==> src/rtl/stream_rgb_unpacker.sv <==
// stream_rgb_unpacker
//
// Unpacks a DMA word stream of packed RGB888 (4 pixels per 3 little-endian 32-bit words, one
// packet per frame) into a 24-bit pixel stream with start-of-frame, start-of-line and
// end-of-line markers. Packets that are malformed are dropped, and the block resynchronises on
// the next startofpacket. Each framing error raises a one-cycle err_pulse.
//
// Ports:
//   clk, rst_n            clock, asynchronous active-low reset
//   st_data/st_valid/st_startofpacket/st_endofpacket/st_ready
//                         packed word stream in (accept on st_valid && st_ready)
//   pix_data/pix_valid/pix_ready
//                         pixel stream out {R,G,B} (accept on pix_valid && pix_ready)
//   pix_sof/pix_sol/pix_eol
//                         frame/line markers, qualified by pix_valid
//   err_pulse             one-cycle pulse per framing error
//   err_cnt               saturating error count (only with STREAM_UNPACK_STATS_EN)
//
// Build option: define STREAM_UNPACK_STATS_EN to add the err_cnt output.

module stream_rgb_unpacker #(
    parameter int unsigned H_ACTIVE = 1920,
    parameter int unsigned V_ACTIVE = 1080,
    parameter int unsigned CNT_W    = 12
) (
    input  logic        clk,
    input  logic        rst_n,
    input  logic [31:0] st_data,
    input  logic        st_valid,
    input  logic        st_startofpacket,
    input  logic        st_endofpacket,
    output logic        st_ready,
    output logic [23:0] pix_data,
    output logic        pix_valid,
    input  logic        pix_ready,
    output logic        pix_sof,
    output logic        pix_sol,
    output logic        pix_eol,
    output logic        err_pulse
`ifdef STREAM_UNPACK_STATS_EN
    ,
    output logic [15:0] err_cnt
`endif
);

    localparam int unsigned WORDS  = H_ACTIVE * V_ACTIVE * 3 / 4;
    localparam int unsigned WCNT_W = (WORDS > 1) ? $clog2(WORDS) : 1;
    localparam logic [CNT_W-1:0]  X_LAST = CNT_W'(H_ACTIVE - 1);
    localparam logic [CNT_W-1:0]  Y_LAST = CNT_W'(V_ACTIVE - 1);
    localparam logic [WCNT_W-1:0] W_LAST = WCNT_W'(WORDS - 1);

    typedef enum logic {
        StWaitSop,
        StActive
    } state_e;

    state_e              r_state, w_state_d;
    logic [1:0]          r_phase, w_phase_d;
    logic [23:0]         r_residue, w_residue_d;
    logic [CNT_W-1:0]    r_pix_x, w_pix_x_d;
    logic [CNT_W-1:0]    r_pix_y, w_pix_y_d;
    logic [WCNT_W-1:0]   r_wcnt, w_wcnt_d;
    logic [23:0]         r_pix_data, w_pix_data_d;
    logic                r_pix_valid, w_pix_valid_d;
    logic                r_sof, w_sof_d;
    logic                r_sol, w_sol_d;
    logic                r_eol, w_eol_d;
    logic                r_err, w_err_d;
    logic                r_run;

    logic                w_out_free;
    logic                w_st_acc;
    logic                w_last_word;
    logic                w_load;
    logic                w_first;
    logic                w_drop;
    logic [23:0]         w_load_pix;
    logic [CNT_W-1:0]    w_x;
    logic [CNT_W-1:0]    w_y;

    assign w_out_free  = !r_pix_valid || pix_ready;
    assign w_last_word = (r_wcnt == W_LAST);

    // Drop mode accepts everything, but still waits for the output slot: an SOP word emits its
    // first pixel immediately, and the previous frame's last pixel may still be stalled there.
    // r_run keeps st_ready low while in reset and for the first cycle after release.
    assign st_ready = r_run && w_out_free && ((r_state == StWaitSop) || (r_phase != 2'd3));
    assign w_st_acc = st_valid && st_ready;

    always_comb begin
        w_state_d     = r_state;
        w_phase_d     = r_phase;
        w_residue_d   = r_residue;
        w_pix_x_d     = r_pix_x;
        w_pix_y_d     = r_pix_y;
        w_wcnt_d      = r_wcnt;
        w_pix_data_d  = r_pix_data;
        w_pix_valid_d = r_pix_valid && !pix_ready;
        w_sof_d       = r_sof;
        w_sol_d       = r_sol;
        w_eol_d       = r_eol;
        w_err_d       = 1'b0;
        w_load        = 1'b0;
        w_first       = 1'b0;
        w_drop        = 1'b0;
        w_load_pix    = '0;
        w_x           = r_pix_x;
        w_y           = r_pix_y;

        unique case (r_state)
            StWaitSop: begin
                if (w_st_acc && st_startofpacket) begin
                    // A one-word packet is always short: count it as an error and drop it.
                    if (st_endofpacket) begin
                        w_err_d = 1'b1;
                    end else begin
                        w_first = 1'b1;
                    end
                end
            end
            StActive: begin
                if (r_phase == 2'd3) begin
                    // Fourth pixel comes entirely from the residue; no word is consumed.
                    if (w_out_free) begin
                        w_load      = 1'b1;
                        w_load_pix  = r_residue;
                        w_phase_d   = 2'd0;
                        w_residue_d = '0;
                    end
                end else if (w_st_acc) begin
                    if (st_startofpacket && (r_wcnt != '0)) begin
                        // New frame started before this one finished: restart on it.
                        w_err_d = 1'b1;
                        if (st_endofpacket) begin
                            w_drop = 1'b1;
                        end else begin
                            w_first = 1'b1;
                        end
                    end else if (st_endofpacket && !w_last_word) begin
                        w_err_d = 1'b1;
                        w_drop  = 1'b1;
                    end else begin
                        w_wcnt_d = r_wcnt + WCNT_W'(1);
                        if (w_last_word && !st_endofpacket) begin
                            w_err_d = 1'b1;
                        end
                        w_load = 1'b1;
                        case (r_phase)
                            2'd0: begin
                                w_load_pix  = st_data[23:0];
                                w_residue_d = {16'h0, st_data[31:24]};
                                w_phase_d   = 2'd1;
                            end
                            2'd1: begin
                                w_load_pix  = {st_data[15:0], r_residue[7:0]};
                                w_residue_d = {8'h0, st_data[31:16]};
                                w_phase_d   = 2'd2;
                            end
                            default: begin
                                w_load_pix  = {st_data[7:0], r_residue[15:0]};
                                w_residue_d = st_data[31:8];
                                w_phase_d   = 2'd3;
                            end
                        endcase
                    end
                end
            end
            default: begin
                w_drop = 1'b1;
            end
        endcase

        if (w_first) begin
            w_state_d   = StActive;
            w_load      = 1'b1;
            w_load_pix  = st_data[23:0];
            w_residue_d = {16'h0, st_data[31:24]};
            w_phase_d   = 2'd1;
            w_wcnt_d    = WCNT_W'(1);
            w_x         = '0;
            w_y         = '0;
        end

        if (w_drop) begin
            w_state_d   = StWaitSop;
            w_phase_d   = 2'd0;
            w_residue_d = '0;
            w_pix_x_d   = '0;
            w_pix_y_d   = '0;
            w_wcnt_d    = '0;
        end

        if (w_load) begin
            w_pix_data_d  = w_load_pix;
            w_pix_valid_d = 1'b1;
            w_sol_d       = (w_x == '0);
            w_eol_d       = (w_x == X_LAST);
            w_sof_d       = (w_x == '0) && (w_y == '0);
            if (w_x == X_LAST) begin
                w_pix_x_d = '0;
                if (w_y == Y_LAST) begin
                    // Last pixel of the frame is loaded: frame complete.
                    w_pix_y_d   = '0;
                    w_state_d   = StWaitSop;
                    w_phase_d   = 2'd0;
                    w_residue_d = '0;
                    w_wcnt_d    = '0;
                end else begin
                    w_pix_y_d = w_y + CNT_W'(1);
                end
            end else begin
                w_pix_x_d = w_x + CNT_W'(1);
                w_pix_y_d = w_y;
            end
        end
    end

    always_ff @(posedge clk or negedge rst_n) begin
        if (!rst_n) begin
            r_state     <= StWaitSop;
            r_phase     <= 2'd0;
            r_residue   <= '0;
            r_pix_x     <= '0;
            r_pix_y     <= '0;
            r_wcnt      <= '0;
            r_pix_data  <= '0;
            r_pix_valid <= 1'b0;
            r_sof       <= 1'b0;
            r_sol       <= 1'b0;
            r_eol       <= 1'b0;
            r_err       <= 1'b0;
            r_run       <= 1'b0;
        end else begin
            r_state     <= w_state_d;
            r_phase     <= w_phase_d;
            r_residue   <= w_residue_d;
            r_pix_x     <= w_pix_x_d;
            r_pix_y     <= w_pix_y_d;
            r_wcnt      <= w_wcnt_d;
            r_pix_data  <= w_pix_data_d;
            r_pix_valid <= w_pix_valid_d;
            r_sof       <= w_sof_d;
            r_sol       <= w_sol_d;
            r_eol       <= w_eol_d;
            r_err       <= w_err_d;
            r_run       <= 1'b1;
        end
    end

    assign pix_data  = r_pix_data;
    assign pix_valid = r_pix_valid;
    assign pix_sof   = r_sof;
    assign pix_sol   = r_sol;
    assign pix_eol   = r_eol;
    assign err_pulse = r_err;

`ifdef STREAM_UNPACK_STATS_EN
    logic [15:0] r_err_cnt;

    always_ff @(posedge clk or negedge rst_n) begin
        if (!rst_n) begin
            r_err_cnt <= '0;
        end else if (w_err_d && (r_err_cnt != 16'hFFFF)) begin
            r_err_cnt <= r_err_cnt + 16'd1;
        end
    end

    assign err_cnt = r_err_cnt;
`endif

endmodule

==> config.mk <==
export PLATFORM = sky130hd
export DESIGN_NAME = stream_rgb_unpacker
export DESIGN_NICKNAME = d
export VERILOG_FILES = /design/src/rtl/stream_rgb_unpacker.sv
export SDC_FILE = /design/constraint.sdc
export NUM_CORES = 1
export LEC_CHECK = 0
export ABC_CLOCK_PERIOD_IN_PS = 4100
export CORE_MARGIN = 2
export CORE_UTILIZATION = 51
export DETAILED_ROUTE_END_ITERATION = 10
export PLACE_DENSITY = 0.86
export SLEW_MARGIN = 20
export SYNTH_ARGS = -nofsm -noshare
export SYNTH_HDL_FRONTEND = slang
export SYNTH_SLANG_ARGS = --single-unit
==> constraint.sdc <==
create_clock -name clk -period 4.1 [get_ports clk]
set_clock_uncertainty 0.1 [all_clocks]
set_input_delay 0.615 -clock clk [delete_from_list [all_inputs] [get_ports clk]]
set_output_delay 0.615 -clock clk [all_outputs]
set_load 0.1 [all_outputs]
== Word-level counts from Yosys, hierarchy flattened ==
Index checks and enable logic that the tools add are counted.

* Flip-flop bits (word level): 102
* Word-level logic and storage cells: 125
* Input port bits: 38
* Output and inout port bits: 30

* Equal/unequal tests: 6
* Muxes and demuxes: 82
* Add/sub/neg operators: 3
* Bitwise gates (word level): 1
* Reductions and logical operators: 20

{| class="wikitable"
|+ Operator list
! kind !! count
|-
| $mux 24 || 18
|-
| $mux 21 || 10
|-
| $mux 12 || 8
|-
| $pmux 24 s2 || 2
|-
| $mux 1 || 30
|-
| $add 12x1->12 const B || 2
|-
| $eq 12x11->1 const B || 2
|-
| $logic_not 12->1 || 2
|-
| $mux 2 || 11
|-
| $add 21x1->21 const B || 1
|-
| $eq 21x21->1 const B || 1
|-
| $reduce_bool 21->1 || 1
|-
| $logic_and 1x1->1 || 9
|-
| $logic_not 1->1 || 4
|-
| $pmux 1 s2 || 2
|-
| $pmux 2 s2 || 1
|-
| $eq 2x1->1 const B || 1
|-
| $eq 2x2->1 const B || 1
|-
| $logic_not 2->1 || 1
|-
| $logic_or 1x1->1 || 2
|-
| $ne 2x2->1 const B || 1
|-
| $reduce_bool 2->1 || 1
|-
| $not 1->1 || 1
|}

== Longest topological paths before layout ==
Gate-level depths: netlist (run 1).

* Word-level depth: 13
* Gate-level depth with buffers: 19
* Depth with buffers taken out: 14

== Least setup slack after synthesis (run 1) ==
No wires, ideal clock.

* Path type: register -> register
* Start point: reg r_pix_valid, in the netlist pix_valid
* End point: reg r_residue[14]
* Path buffers: 5
* Cell stages (with the launch flop): 18
* Period minus slack after synthesis: 4.636 ns
* Arrival: 4.415 ns
* Setup time: 0.121 ns
* Setup slack: -0.536 ns
* Required time: 3.879 ns
* Cells stage by stage: dfrtp_1 -> nor2b_1 -> nor4_1 -> o21ai_1 -> clkbuf_1 -> clkbuf_1 -> nand2_1 -> inv_1 -> ha_1 -> nand4_1 -> or4_1 -> clkbuf_2 -> or4_4 -> o311a_4 -> a21oi_2 -> buf_6 -> buf_6 -> nor2_1

* Word-level cells in the longest chain between the ends: 13
* Elaborated cells between the ends (all ways): 31
* Those cells by class: eq/ne (2); mux (23); reduce/logical (6)

{| class="wikitable"
|+ Ends and longest elaborated chain
! what !! line !! RTL
|-
| start: declaration || 64 || <nowiki>logic r_pix_valid, w_pix_valid_d;</nowiki>
|-
| start signal: assignment || 241 || <nowiki>r_pix_valid <= w_pix_valid_d;</nowiki>
|-
| $logic_not 1->1 (*) || 81 || <nowiki>assign w_out_free = !r_pix_valid || pix_ready;</nowiki>
|-
| $logic_or 1x1->1 (*) || 81 ||
|-
| $logic_and 1x1->1 (2 in a row) || 87 || <nowiki>assign st_ready = r_run && w_out_free && ((r_state == StWaitSop) || (r_phase != 2'd3));</nowiki>
|-
| $logic_and 1x1->1 || 88 || <nowiki>assign w_st_acc = st_valid && st_ready;</nowiki>
|-
| $mux 1 (tied with other cells) || 130 || <nowiki>end else if (w_st_acc) begin</nowiki>
|-
| $mux 1 (tied with other cells) || 122 || <nowiki>if (r_phase == 2'd3) begin</nowiki>
|-
| $pmux 1 s2 or $mux 24 (tied branches) || 110 || <nowiki>unique case (r_state)</nowiki>
|-
| $mux 12 or $mux 24 (tied branches) || 173 || <nowiki>if (w_first) begin</nowiki>
|-
| $eq 12x11->1 or $mux 24 (tied branches) || 201, 184 ||
|-
| $mux 24 || 201 || <nowiki>if (w_y == Y_LAST) begin</nowiki>
|-
| $mux 24 || 199 || <nowiki>if (w_x == X_LAST) begin</nowiki>
|-
| $mux 24 (*) || 193 || <nowiki>if (w_load) begin</nowiki>
|-
| net w_residue_d[14] || 59 || <nowiki>logic [23:0] r_residue, w_residue_d;</nowiki>
|-
| end signal: assignment || 236 || <nowiki>r_residue <= w_residue_d;</nowiki>
|-
| end: declaration || 59 ||
|}

Mark *: on every way through the listed nets, which the timed path passes. The rest lies on a longest branch.
A chain may end at the register's enable or synchronous reset.

== Final worst setup path (run 1) ==
* Start point: reg r_wcnt[8]
* End point: reg r_wcnt[20]

* Word-level cells in the longest chain between the ends: 13
* Elaborated cells between the ends (all ways): 35
* Those cells by class: add/sub (1); eq/ne (3); mux (27); reduce/logical (4)

{| class="wikitable"
|+ Ends and longest elaborated chain
! what !! line !! RTL
|-
| start: declaration || 62 || <nowiki>logic [WCNT_W-1:0] r_wcnt, w_wcnt_d;</nowiki>
|-
| start signal: assignment || 239 || <nowiki>r_wcnt <= w_wcnt_d;</nowiki>
|-
| branches (longest 12 deep; another with $add 21x1->21) || -- ||
|-
| $mux 21 (*) || 193 ||
|-
| net w_wcnt_d[20] || 62 ||
|}

Mark *: on every way through the listed nets, which the timed path passes.

==> results of run 1 <==
## power breakdown
| part | switching (W) | internal (W) | leakage (nW) |
|---|---|---|---|
| Combinational | 0.00179 | 0.000709 | 1.58 |
| Clock | 0.000406 | 0.000558 | 0.161 |
| Sequential | 0.000168 | 0.00121 | 1.37 |
| Total | 0.00236 | 0.00248 | 3.12 |
## flip-flops by register name, indices dropped and copies added, names as in the netlist
signal	cells
pix_data	24
r_residue	24
r_wcnt	21
r_pix_x	12
r_pix_y	12
r_phase	2
err_pulse	1
pix_eol	1
pix_sof	1
pix_sol	1
pix_valid	1
r_run	1
r_state	1
## per-layer routing
metal,wire (um),GRT usage (%),up-vias
li1,-,-,2554
met1,7098,38.53,2795
met2,8405,44.72,407
met3,1691,5.631,55
met4,580,12.51,0
met5,0,0,-
## worst max-delay path: cells and delay by family (launching register included)
| kind | cells | cell delay [ns] |
|---|---|---|
| AOI/OAI and AO/OA | 3 | 0.72 |
| and+or+nand+nor | 7 | 2.11 |
| buffers and inverters | 1 | 0.23 |
| DFF | 1 | 0.43 |
| adders and majority gates | 1 | 0.23 |
## how the worst min path moves through the flow
stage	cells after the start	slack, ns	end	from
2_1_floorplan	0	0.22	err_pulse	rst_n
3_3_place_gp	1	0.37	r_pix_y[11]	r_pix_y[11]
3_5_place_dp	1	0.37	pix_data[4]	r_residue[4]
4_1_cts	1	0.38	r_pix_y[11]	r_pix_y[11]
5_1_grt	1	0.29	r_pix_y[4]	rst_n
6_report	1	0.23	r_pix_y[4]	rst_n
## cells by family after synthesis
kind of cell	count (synthesis)	share of synthesized area [%]
AOI/OAI and AO/OA	171	20.88
other	1	0.06392
and+or+nand+nor	269	23.16
xor gates and xnor gates	20	2.986
muxes	18	3.092
adders and majority gates	7	1.493
buffers and inverters	67	4.820
DFF	102	43.51
## through the flow
step                      instance area, sq um  setup TNS (ns)  std cells
after floorplan                           5896               0        655
after global placement                    6730               0        843
after detailed placement                  6730               0        843
after CTS                                 7062               0        859
after global routing                      7117         -0.7426        861
final                                     7117               0        861
## cell usage in the layout (no fill, tap or decap), types with 20 or more instances in the layout
cell,netlist,final
inv_1,20,20
dfrtp_1,102,101
nand4_1,22,22
a22oi_1,24,24
o21ai_0,41,41
nand3_1,47,46
nor2_1,68,68
clkdlybuf4s50_1,0,65
nand2_1,48,48
buf_4,0,26
## area by class of cell
type | instances | area [sq um] | share of cell area (%)
multi-input cells | 486 | 3075 | 43.21
clock inverters | 6 | 92.59 | 1.301
inverters | 20 | 75.07 | 1.055
clock buffers | 10 | 239.0 | 3.358
flip-flops and latches | 102 | 2554 | 35.88
well taps | 143 | 178.9 | 2.514
repair buffers | 94 | 902.1 | 12.68
## repair_timing
| action | in CTS | in global routing |
|---|---|---|
| buffers inserted | 0 | 1 |
| endpoints found under the setup margin | 0 | 42 |
| gates resized for setup | 0 | 3 |
==> flow_summary.json, run 1 <==
{
  "cts.sinks": 102,
  "async_flop_share_pct": 100.0,
  "ys.flop_type": "dfrtp_1",
  "crit_chain": "nor4_1 -> nand3_2 -> o21ai_4 -> and2_1 -> ha_2 -> nand4_1 -> or4_1 -> or4_4 -> o311a_4 -> a21oi_4 -> clkbuf_16 -> nor2_1",
  "synthTopCellsByArea": "dfrtp_1 (44%), nor2_1 (4.4%), nand3_1 (4.0%), o21ai_0 (3.5%), a22oi_1 (3.1%)",
  "wl_per_cell_um": 20.65,
  "layout-drive-gt1-share_pct": 8.635,
  "synthTopCellsByCount": "dfrtp_1 (102), nor2_1 (68), nand2_1 (48)",
  "place_ws_ns": 0.03556,
  "synth_cell_types": 56,
  "synth_edf_count": 0,
  "initial_core_util_pct": 51.82,
  "peakVddDrop_uv": 644.6,
  "rrSetupSlack_ns": 0.15,
  "die_area_sq_um": 12380,
  "critPathLaunch": "r_wcnt[8]",
  "viasPerCell": 6.749,
  "grt_usage_pct": 28.47,
  "worst_hold_slack_ns": 0.2309,
  "gp_congestion": 0.9350,
  "crit_end": "r_wcnt[20]",
  "worstPathMaxFanout": 18,
  "first_pass_iters": 5,
  "clkLatencyLatePin_ns": 0.36,
  "cts_buffers": 9,
  "ys_ff_latch": 102,
  "grt_max_degree": 87,
  "dpl.hpwl_mm": 11.49,
  "grt_overflow": 0,
  "drc": 0,
  "route.vias.total": 5811,
  "grt_pass1_wl_mm": 28.66,
  "rows": 39,
  "htreeDepth": 3,
  "fmax_ghz": 0.2534,
  "p_leak_nw": 3.116,
  "setup_violations": 0,
  "timing.final.crit_period_ns": 3.946,
  "cts_tree": "yes",
  "finalHoldViolCount": 0,
  "criticalPathCategory": "reg -> reg",
  "setup_slack_ns": 0.1539,
  "core_area_sq_um": 11320,
  "cp-start-kind": "flip-flop",
  "yosysWarnings": 0,
  "ys_seq_area_share_pct": 43.51,
  "fp.dieH_um": 111.3,
  "grt_pass1_vias": 5746,
  "pin_count": 68,
  "ant_nets": 0,
  "end_kind": "flip-flop",
  "numPortBuffers": 67,
  "r2r-start": "r_wcnt[8]",
  "syn_area_sq_um": 5867,
  "reg2reg_depth": 12,
  "worst_slew_pin_slew_ns": 0.9844,
  "synth_cells": 655,
  "synth_nets": 700,
  "die_w_um": 111.3,
  "root_buffer": "clkbuf_16",
  "antenna_cells": 0,
  "r2r-end": "r_wcnt[20]",
  "nets": 758,
  "antenna_found_initial": 0,
  "yosysTopAreaCell": "dfrtp_1",
  "maxCapViolations": 0,
  "syn_avg_cell_area_sq_um": 8.957,
  "fillers": 908,
  "power_w": 0.004840,
  "cts_hold_buf": 0,
  "synth.top_cell.area_share_pct": 43.51,
  "dr.first_iter.drc_count": 623,
  "wirelength_mm": 17.78,
  "slowest_stage": "or4_1",
  "slowest_delay_ns": 0.55,
  "clockBufferDepth": 2,
  "crit_arrival_ns": 4.08,
  "finalMaxSlewViolations": 0,
  "yosysMostFrequentCell": "dfrtp_1",
  "status": "complete, no violations",
  "post-route-util_pct": 62.86,
  "worstHoldPathType": "in -> async",
  "relSlewSlack_pct": 34.17,
  "layout-area-overhead-vs-synth_pct": 21.31,
  "worstPathRequired_ns": 4.24,
  "min_period_over_period_pct": 96.25,
  "p_per_area_nw_per_um2": 680.1,
  "clk_pin_slew_worst_paths_ns": 0.07
}
Note: power is estimated with default switching activity, not from simulation.
==> run 2, diff against run 1 <==
--- a/config.mk
+++ b/config.mk
@@ -6,8 +6,10 @@
 export NUM_CORES = 1
 export LEC_CHECK = 0
 export ABC_CLOCK_PERIOD_IN_PS = 4100
+export CORE_ASPECT_RATIO = 0.8
 export CORE_MARGIN = 2
 export CORE_UTILIZATION = 51
+export CTS_CLUSTER_DIAMETER = 150
 export DETAILED_ROUTE_END_ITERATION = 10
 export PLACE_DENSITY = 0.86
 export SLEW_MARGIN = 20
==> flow_summary.json, run 2 (synthesized netlist as in run 1, its figures left out) <==
{
  "status": "complete, no violations",
  "initial_core_util_pct": 51.53,
  "fillers": 917,
  "antenna_cells": 0,
  "setup_violations": 0,
  "worst_slew_pin_slew_ns": 1.138,
  "crit_arrival_ns": 4.11,
  "final_common_cell": "dfrtp_1",
  "ant_nets": 0,
  "grt_overflow": 0,
  "finalHoldViolCount": 0,
  "numPortBuffers": 67,
  "min_period_over_period_pct": 97.00,
  "first_pass_iters": 6,
  "route.vias.total": 5984,
  "dpl.hpwl_mm": 12.12,
  "viasPerCell": 6.886,
  "worstPathMaxFanout": 21,
  "fp.dieH_um": 99.93,
  "maxCapViolations": 0,
  "peakVddDrop_uv": 608.5,
  "cts.sinks": 102,
  "multiInputGateArea_sq_um": 3083,
  "setup-tns-final_ns": 0,
  "reg2reg_depth": 12,
  "worstHoldPathType": "in -> async",
  "criticalPathCategory": "reg -> reg",
  "rows": 35,
  "layout-area-overhead-vs-synth_pct": 20.58,
  "relSlewSlack_pct": 23.97,
  "dr.first_iter.drc_count": 1039,
  "postCtsSetupRepairBufs": 0,
  "clkLatencyLatePin_ns": 0.36,
  "gp_congestion": 0.9091,
  "drc": 0,
  "p_per_area_nw_per_um2": 664.2,
  "cp-start-kind": "flip-flop",
  "p_leak_nw": 3.106,
  "layout_common_cells": "dfrtp_1 (101), nor2_1 (68), clkdlybuf4s50_1 (65), nand2_1 (48), nand3_1 (46)",
  "wirelength_mm": 18.28,
  "clockBufferDepth": 2,
  "root_buffer": "clkbuf_16",
  "grt_pass1_vias": 5649,
  "finalMaxSlewViolations": 0,
  "regArea_sq_um": 2554,
  "cts_tree": "yes",
  "clk_pin_slew_worst_paths_ns": 0.07,
  "grt_pass1_wl_mm": 29.21,
  "wl_per_cell_um": 21.03,
  "die_w_um": 123.9,
  "layout-drive-gt1-share_pct": 9.154,
  "fmax_ghz": 0.2515,
  "die_area_sq_um": 12380,
  "timing.final.crit_period_ns": 3.977,
  "antenna_found_initial": 0,
  "core_area_sq_um": 11390,
  "worstPathRequired_ns": 4.23,
  "nets": 761,
  "end_kind": "flip-flop",
  "cts_buffers": 9,
  "power_w": 0.004699,
  "grt_usage_pct": 30.14,
  "pin_count": 68,
  "grt_max_degree": 49,
  "htreeDepth": 3
}
-- run 2: final cells by class --
type                            instances  share of cell area, %
Multi-Input combinational cell        486                  43.58
Sequential cell                       102                  36.10
Timing Repair Buffer                   97                  12.70
Clock buffer                            9                  3.184
Tap cell                              148                  2.618
Inverter                               20                  1.061
Clock inverter                          7                 0.7605
-- run 2: worst paths after layout --
path	to	slack (ns)	start
worst min-delay path	r_pix_x[2]	0.11	rst_n
worst max register to register	r_wcnt[9]	0.12	r_wcnt[8]
min in group clk	pix_data[0]	0.38	r_residue[0]
worst max-delay path	r_wcnt[9]	0.12	r_wcnt[8]
max in group asynchronous	pix_valid	2.88	rst_n
worst min register to register	pix_data[0]	0.38	r_residue[0]
-- run 2: layer usage --
metal | up-vias | global-route usage (%) | wire length (um)
li1 | 2568 | - | -
met1 | 2905 | 41.63 | 7221
met2 | 461 | 46.15 | 8446
met3 | 50 | 6.534 | 1946
met4 | 0 | 12.62 | 663
met5 | - | 0 | 0
-- run 2: power by group --
group	switching (W)	internal, W	total (W)
Sequential	0.000183	0.00121	0.00140
Combinational	0.00178	0.000691	0.00247
Clock	0.000415	0.000419	0.000834
Total	0.00237	0.00232	0.00470
-- run 2: repair_timing --
item                       CTS  global route
gates resized for setup      0             6
hold buffers                 0             0
setup endpoints to repair    0            42
-- run 2: through the flow --
| step | utilization (%) | setup slack, ns | cell area (sq um) | hold slack (ns) | cells |
|---|---|---|---|---|---|
| finish | 62.13 | 0.1231 | 7074 | 0.1051 | 869 |
| CTS | 61.84 | 0.02147 | 7041 | 0.1275 | 869 |
| global route | 62.13 | -0.01397 | 7074 | 0.1417 | 869 |
| global placement | 59.38 | 0.1459 | 6761 | 0.3660 | 853 |
| floorplan | - | 0.005034 | 5896 | 0.2194 | 655 |
| detailed placement | 59.38 | 0.02281 | 6761 | 0.3634 | 853 |
-- run 2: critical path: stages, from the launching register on --
cell and delay [ns]:
dfrtp_1 0.43, nor4_1 0.48, nand3_2 0.23, o21ai_4 0.21, and2_1 0.18, ha_2 0.22
nand4_1 0.12, or4_1 0.55, or4_4 0.54, o311a_4 0.22, a21oi_2 0.24, buf_6 0.22
nor2_1 0.09
